<file path="src/rtl/keypad_scanner.sv">
// -----------------------------------------------------------------------------
// keypad_scanner
//   Scans a 4x4 active-low matrix keypad one column at a time. Row samples are
//   debounced over several dwell periods. The block then reports a single
//   accepted key as a held level (key_pressed) plus a one-cycle strobe
//   (key_strobe). key_value stays stable for as long as key_pressed is high,
//   and it keeps its last value after the key is released.
//
//   State table:
//     state       | meaning
//     ------------+---------------------------------------------------------
//     ST_SCAN     | rotating column drive, waiting for exactly one low row
//     ST_DEBOUNCE | column held, counting identical row samples
//     ST_PRESSED  | key accepted, counting consecutive all-idle samples
//
// Parameters:
//   SCAN_DIV     clock cycles each column is driven (dwell), >= 4
//   DEBOUNCE_CNT identical dwell samples needed for press/release, >= 2
//
// Ports:
//   clk          system clock
//   rst          asynchronous active-low reset
//   row_in[3:0]  keypad rows, active-low, asynchronous to clk
//   col_out[3:0] column drive, one-hot active-low
//   key_value    code of the accepted key
//   key_pressed  high while the accepted key is held
//   key_strobe   one-cycle pulse on acceptance
// -----------------------------------------------------------------------------
module keypad_scanner #(
  parameter int SCAN_DIV     = 50000,
  parameter int DEBOUNCE_CNT = 4
) (
  input  logic       clk,
  input  logic       rst,
  input  logic [3:0] row_in,
  output logic [3:0] col_out,
  output logic [3:0] key_value,
  output logic       key_pressed,
  output logic       key_strobe
);

  localparam int DW = (SCAN_DIV > 1) ? $clog2(SCAN_DIV) : 1;
  localparam int CW = $clog2(DEBOUNCE_CNT + 1);
  localparam logic [DW-1:0] DWELL_LAST = DW'(SCAN_DIV - 1);
  localparam logic [CW-1:0] CNT_TARGET = CW'(DEBOUNCE_CNT);

  typedef enum logic [1:0] {
    ST_SCAN     = 2'd0,
    ST_DEBOUNCE = 2'd1,
    ST_PRESSED  = 2'd2
  } state_t;

  // ---------------------------------------------------------------------------
  // Row synchronizer (rows idle high, so reset to all ones)
  // ---------------------------------------------------------------------------
  logic [3:0] row_s1;
  logic [3:0] row_s;

  always_ff @(posedge clk or negedge rst) begin
    if (!rst) begin
      row_s1 <= 4'hF;
      row_s  <= 4'hF;
    end else begin
      row_s1 <= row_in;
      row_s  <= row_s1;
    end
  end

  // ---------------------------------------------------------------------------
  // Dwell timer: the sample point is the last count of each dwell period
  // ---------------------------------------------------------------------------
  logic [DW-1:0] dwell_cnt;
  logic          sample;

  assign sample = (dwell_cnt == DWELL_LAST);

  always_ff @(posedge clk or negedge rst) begin
    if (!rst) begin
      dwell_cnt <= '0;
    end else if (sample) begin
      dwell_cnt <= '0;
    end else begin
      dwell_cnt <= dwell_cnt + 1'b1;
    end
  end

  // ---------------------------------------------------------------------------
  // Row classification
  // ---------------------------------------------------------------------------
  logic row_idle;
  logic row_valid;

  assign row_idle = (row_s == 4'hF);

  always_comb begin
    row_valid = 1'b0;
    case (row_s)
      4'b1110, 4'b1101, 4'b1011, 4'b0111: row_valid = 1'b1;
      default:                            row_valid = 1'b0;
    endcase
  end

  // Index of the single low bit; only meaningful for a valid row pattern.
  function automatic logic [1:0] row_index(input logic [3:0] rows);
    logic [1:0] idx;
    idx = 2'd0;
    case (rows)
      4'b1110: idx = 2'd0;
      4'b1101: idx = 2'd1;
      4'b1011: idx = 2'd2;
      4'b0111: idx = 2'd3;
      default: idx = 2'd0;
    endcase
    return idx;
  endfunction

  // Keypad legend; * and # map to E and F.
  function automatic logic [3:0] key_code(input logic [1:0] r, input logic [1:0] c);
    logic [3:0] code;
    code = 4'h0;
    case ({r, c})
      4'b00_00: code = 4'h1;
      4'b00_01: code = 4'h2;
      4'b00_10: code = 4'h3;
      4'b00_11: code = 4'hA;
      4'b01_00: code = 4'h4;
      4'b01_01: code = 4'h5;
      4'b01_10: code = 4'h6;
      4'b01_11: code = 4'hB;
      4'b10_00: code = 4'h7;
      4'b10_01: code = 4'h8;
      4'b10_10: code = 4'h9;
      4'b10_11: code = 4'hC;
      4'b11_00: code = 4'hE;
      4'b11_01: code = 4'h0;
      4'b11_10: code = 4'hF;
      4'b11_11: code = 4'hD;
      default:  code = 4'h0;
    endcase
    return code;
  endfunction

  // ---------------------------------------------------------------------------
  // FSM and registered outputs
  // ---------------------------------------------------------------------------
  state_t        state, state_d;
  logic [1:0]    col_idx, col_idx_d;
  logic [CW-1:0] deb_cnt, deb_cnt_d;
  logic [CW-1:0] rel_cnt, rel_cnt_d;
  logic [3:0]    row_cap, row_cap_d;
  logic [3:0]    col_out_d;
  logic [3:0]    key_value_d;
  logic          key_pressed_d;
  logic          key_strobe_d;
  logic [CW-1:0] deb_inc;
  logic [CW-1:0] rel_inc;

  assign deb_inc = deb_cnt + 1'b1;
  assign rel_inc = rel_cnt + 1'b1;

  always_ff @(posedge clk or negedge rst) begin
    if (!rst) begin
      state       <= ST_SCAN;
      col_idx     <= 2'd0;
      deb_cnt     <= '0;
      rel_cnt     <= '0;
      row_cap     <= 4'hF;
      col_out     <= 4'b1110;
      key_value   <= 4'h0;
      key_pressed <= 1'b0;
      key_strobe  <= 1'b0;
    end else begin
      state       <= state_d;
      col_idx     <= col_idx_d;
      deb_cnt     <= deb_cnt_d;
      rel_cnt     <= rel_cnt_d;
      row_cap     <= row_cap_d;
      col_out     <= col_out_d;
      key_value   <= key_value_d;
      key_pressed <= key_pressed_d;
      key_strobe  <= key_strobe_d;
    end
  end

  always_comb begin
    state_d       = state;
    col_idx_d     = col_idx;
    deb_cnt_d     = deb_cnt;
    rel_cnt_d     = rel_cnt;
    row_cap_d     = row_cap;
    key_value_d   = key_value;
    key_pressed_d = key_pressed;
    key_strobe_d  = 1'b0;

    if (sample) begin
      case (state)
        ST_SCAN: begin
          if (row_valid) begin
            // Column stays put so the same key keeps being sampled.
            row_cap_d = row_s;
            deb_cnt_d = CW'(1);
            state_d   = ST_DEBOUNCE;
          end else begin
            col_idx_d = col_idx + 2'd1;
          end
        end

        ST_DEBOUNCE: begin
          if (row_s == row_cap) begin
            deb_cnt_d = deb_inc;
            if (deb_inc == CNT_TARGET) begin
              state_d       = ST_PRESSED;
              key_value_d   = key_code(row_index(row_cap), col_idx);
              key_pressed_d = 1'b1;
              key_strobe_d  = 1'b1;
              deb_cnt_d     = '0;
              rel_cnt_d     = '0;
            end
          end else begin
            state_d   = ST_SCAN;
            col_idx_d = col_idx + 2'd1;
            deb_cnt_d = '0;
          end
        end

        ST_PRESSED: begin
          // Any non-idle sample (same key, another key, or a multi-row
          // pattern) restarts the release count; key_value is untouched.
          if (row_idle) begin
            rel_cnt_d = rel_inc;
            if (rel_inc == CNT_TARGET) begin
              state_d       = ST_SCAN;
              key_pressed_d = 1'b0;
              col_idx_d     = col_idx + 2'd1;
              rel_cnt_d     = '0;
            end
          end else begin
            rel_cnt_d = '0;
          end
        end

        default: begin
          state_d   = ST_SCAN;
          col_idx_d = 2'd0;
          deb_cnt_d = '0;
          rel_cnt_d = '0;
        end
      endcase
    end

    col_out_d = ~(4'b0001 << col_idx_d);
  end

endmodule

</file>
<file path="config.mk">
export PLATFORM = sky130hd
export DESIGN_NAME = keypad_scanner
export DESIGN_NICKNAME = d
export VERILOG_FILES = /design/src/rtl/keypad_scanner.sv
export SDC_FILE = /design/constraint.sdc
export NUM_CORES = 1
export LEC_CHECK = 0
export CORE_UTILIZATION = 35
export DETAILED_ROUTE_END_ITERATION = 8
export HOLD_SLACK_MARGIN = 0.08
export PLACE_DENSITY = 0.49
export SYNTH_ARGS = -nofsm -noshare
export SYNTH_HDL_FRONTEND = slang
export SYNTH_SLANG_ARGS = --single-unit
</file>
<file path="constraint.sdc">
create_clock -name clk -period 2.9 [get_ports clk]
set_clock_uncertainty 0.1 [all_clocks]
set_input_delay 0.725 -clock clk [delete_from_list [all_inputs] [get_ports clk]]
set_output_delay 0.725 -clock clk [all_outputs]
set_load 0.01 [all_outputs]
</file>
==> metrics.yaml <==
clocking:
  cts_buffer_depth: 2
  h-tree-depth: 2
  cts_tree: "built"
  cts_buffers: 5
  cts-resized-gates: 0
  root_buffer: "clkbuf_8"
  postCtsSetupRepairBufs: 0
  ctsHoldBuffers: 0
  clock_sink_count: 48
  clkLatencyLatePin_ns: 0.30
  path_clk_slew_ns: 0.09
sta:
  setup_viol: 0
  period_minus_slack_ns: 2.548
  tns_ns: 0
  final-hold-violation-count: 0
  rsz0062_at_grt: "no"
  layout_setup_ws_ns: 0.3516
  slew_violations: 0
  fin_crit_sh_pct: 87.88
  max_slew_margin_pct: 40.89
  worst_pin_slew_ns: 0.8867
  fmax_ghz: 0.3924
outcome:
  outcome: "finished, final reports clean"
setup_path:
  r2r_start: "dwell_cnt[0]"
  startpoint_type: "register"
  worstPathArrival_ns: 2.68
  r2r_setup_slack_ns: 0.35
  crit_cells: 6
  critPathCapture: "row_cap[1]"
  reg2reg_to: "row_cap[1]"
  cp_max_fo: 6
  cp_cell_sequence: "ha_1 > or4b_1 > nor4_4 > o31a_2 > nand2_4 > mux2_4"
  critPathCaptureType: "register"
  cp_top_family: "simple AND/OR/NAND/NOR gates"
  worst_ep_required_time_ns: 3.03
  crit_start: "dwell_cnt[0]"
  reg2reg_depth: 6
  slowest_stage: "or4b_1"
  crit_type: "reg -> reg"
  max_stage_delay_ns: 0.50
  cp_num_buf_inv: 0
global_routing:
  antenna_found_initial: 0
  grt_start_max_net_pins: 39
  grt_pass1_vias: 1572
  overflow: 0
  use_met1_pct: 19.69
  gr-usage-met2_pct: 19.87
  gr-usage-met3_pct: 3.502
  top_usage_layer: "met2"
  grt_pass1_wl_um: 7693
  grt_usage_pct: 13.56
yosys:
  yosysSeqAreaShare_pct: 50.18
  synth-edff-count: 0
  ys_ff_latch: 48
  synth_nets: 246
  synth_top_area_share_pct: 33.97
  synth_cell_type_count: 43
  synth_commonest_cells: "dfrtp_1, nand2_1, nor2_1, xor2_1, dfstp_2"
  ys_top_cells_by_area: "dfrtp_1, dfstp_2, xor2_1"
  netlist_area_um2: 2431
  yosys.cell_count.top_type: "dfrtp_1"
  synthFlopType: "dfrtp_1"
  syn_avg_cell_area_um2: 10.57
  yosysWarnings: 0
  yosysTopAreaCell: "dfrtp_1"
  synthArstFlopShare_pct: 100.0
  synthCells: 230
drt:
  drt_iter0_markers: 39
  drt_first_pass_iters: 4
  drc_errors: 0
  vias: 1670
  vias_per_cell: 5.030
  wl_per_cell_um: 13.41
  drt-total-wl_um: 4452
  antenna_left: 0
power_and_ir_drop:
  p_leak_uw: 0.001259
  power_density_nw_per_um2: 406.3
  irDropWorstVdd_v: 0.0001438
placed_design:
  gp_congestion: 0.7237
  place_area_um2: 2680
  dpl_worst_slack_ns: 0.3388
  dp_hpwl_um: 3155
  io_buffers: 15
floorplan:
  fp-row-count: 30
  die_area_um2: 7283
  initial_core_util_pct: 35.98
  io_pins: 16
  core_area_um2: 6756
  die-height_um: 85.34
  die_w_um: 85.34
worst_hold_path:
  min_path_type: "reg -> reg"
finish:
  drive_gt1_share_pct: 14.68
  syn_to_final_growth_pct: 13.95
  finalInstanceArea_um2: 2770
  fill_cells: 671
  antenna_cells: 0
  final_nets: 267
flow_run:
  drv_cap: 0
registers in the layout, indices dropped and copies added (netlist names):
register     flops
row_cap          4
state            2
deb_cnt          3
rel_cnt          3
key_value        4
col_idx          2
row_s1           4
col_out          4
key_strobe       1
dwell_cnt       16
key_pressed      1
row_s            4
logic make-up after synthesis:
| family | count (synthesis) | synth area share [%] |
|---|---|---|
| adders and majority gates | 10 | 5.147 |
| and+or+nand+nor | 103 | 24.04 |
| xor gates and xnor gates | 22 | 7.926 |
| DFF | 48 | 50.18 |
| muxes | 4 | 2.471 |
| AOI/OAI and AO/OA | 34 | 8.698 |
| buffers and inverters | 9 | 1.544 |
cells in the final DEF, fill, tap and decap left out, drive strengths merged, types with 2 or more instances in the layout:
cell,synthesis,routed
dfrtp,33,33
nand2,29,29
nor2,17,17
xor2,17,17
dfstp,15,15
clkdlybuf4s50,0,14
o21ai,13,13
nand3,11,11
ha,10,10
nor2b,8,8
clkbuf,3,8
a21oi,7,7
nand2b,7,7
and3,6,6
nor3,5,5
xnor2,5,5
a31oi,5,5
inv,5,5
mux2,4,4
nand4,4,4
buf,1,4
nor4,4,4
and4,3,3
or4b,3,3
nand4b,2,2
o211ai,2,2
worst reg2reg max path, stage by stage, from the launching register on:
cell     delay [ns]
dfrtp_1        0.43
ha_1           0.27
or4b_1         0.50
nor4_4         0.47
o31a_2         0.31
nand2_4        0.09
mux2_4         0.32
through the flow:
step / total power, uW / cells / utilization (%) / hold slack, ns
2_1_floorplan: 705.8 / 230 / - / 0.2452
3_3_place_gp: 730.5 / 324 / 39.67 / 0.2456
3_5_place_dp: 731.1 / 324 / 39.67 / 0.2472
4_1_cts: 1149 / 332 / 41.00 / 0.2601
5_1_grt: 1178 / 332 / 41.00 / 0.2637
6_report: 1126 / 332 / 41.00 / 0.2577
layer usage:
metal / share of wire [%] / wire [um]
met3: 2.2 / 100
met4: 1.3 / 59
met1: 56 / 2471
met2: 41 / 1820
met5: 0 / 0
layout make-up:
class	count	area (um^2)	area share [%]
multi-input combinational	173	1174	42.37
tap	80	100.1	3.613
inverter	5	18.77	0.6775
clock buffer	8	90.09	3.252
timing repair buffer	18	167.7	6.052
sequential	48	1220	44.04
power by group:
part / total (uW) / internal [uW] / switching, uW
Clock: 409 / 195 / 214
Combinational: 31.8 / 12.1 / 19.6
Sequential: 685 / 680 / 5.42
worst min path at each step:
| stage | start | endpoint | slack, ns | cells after the start |
|---|---|---|---|---|
| 2_1_floorplan | row_s1[0] | row_s[0] | 0.25 | 0 |
| 3_3_place_gp | row_s1[3] | row_s[3] | 0.25 | 0 |
| 3_5_place_dp | row_s1[3] | row_s[3] | 0.25 | 0 |
| 4_1_cts | row_s1[3] | row_s[3] | 0.26 | 0 |
| 5_1_grt | row_s1[1] | row_s[1] | 0.26 | 0 |
| 6_report | row_s1[1] | row_s[1] | 0.26 | 0 |
Power figures use the tool's default switching activity.
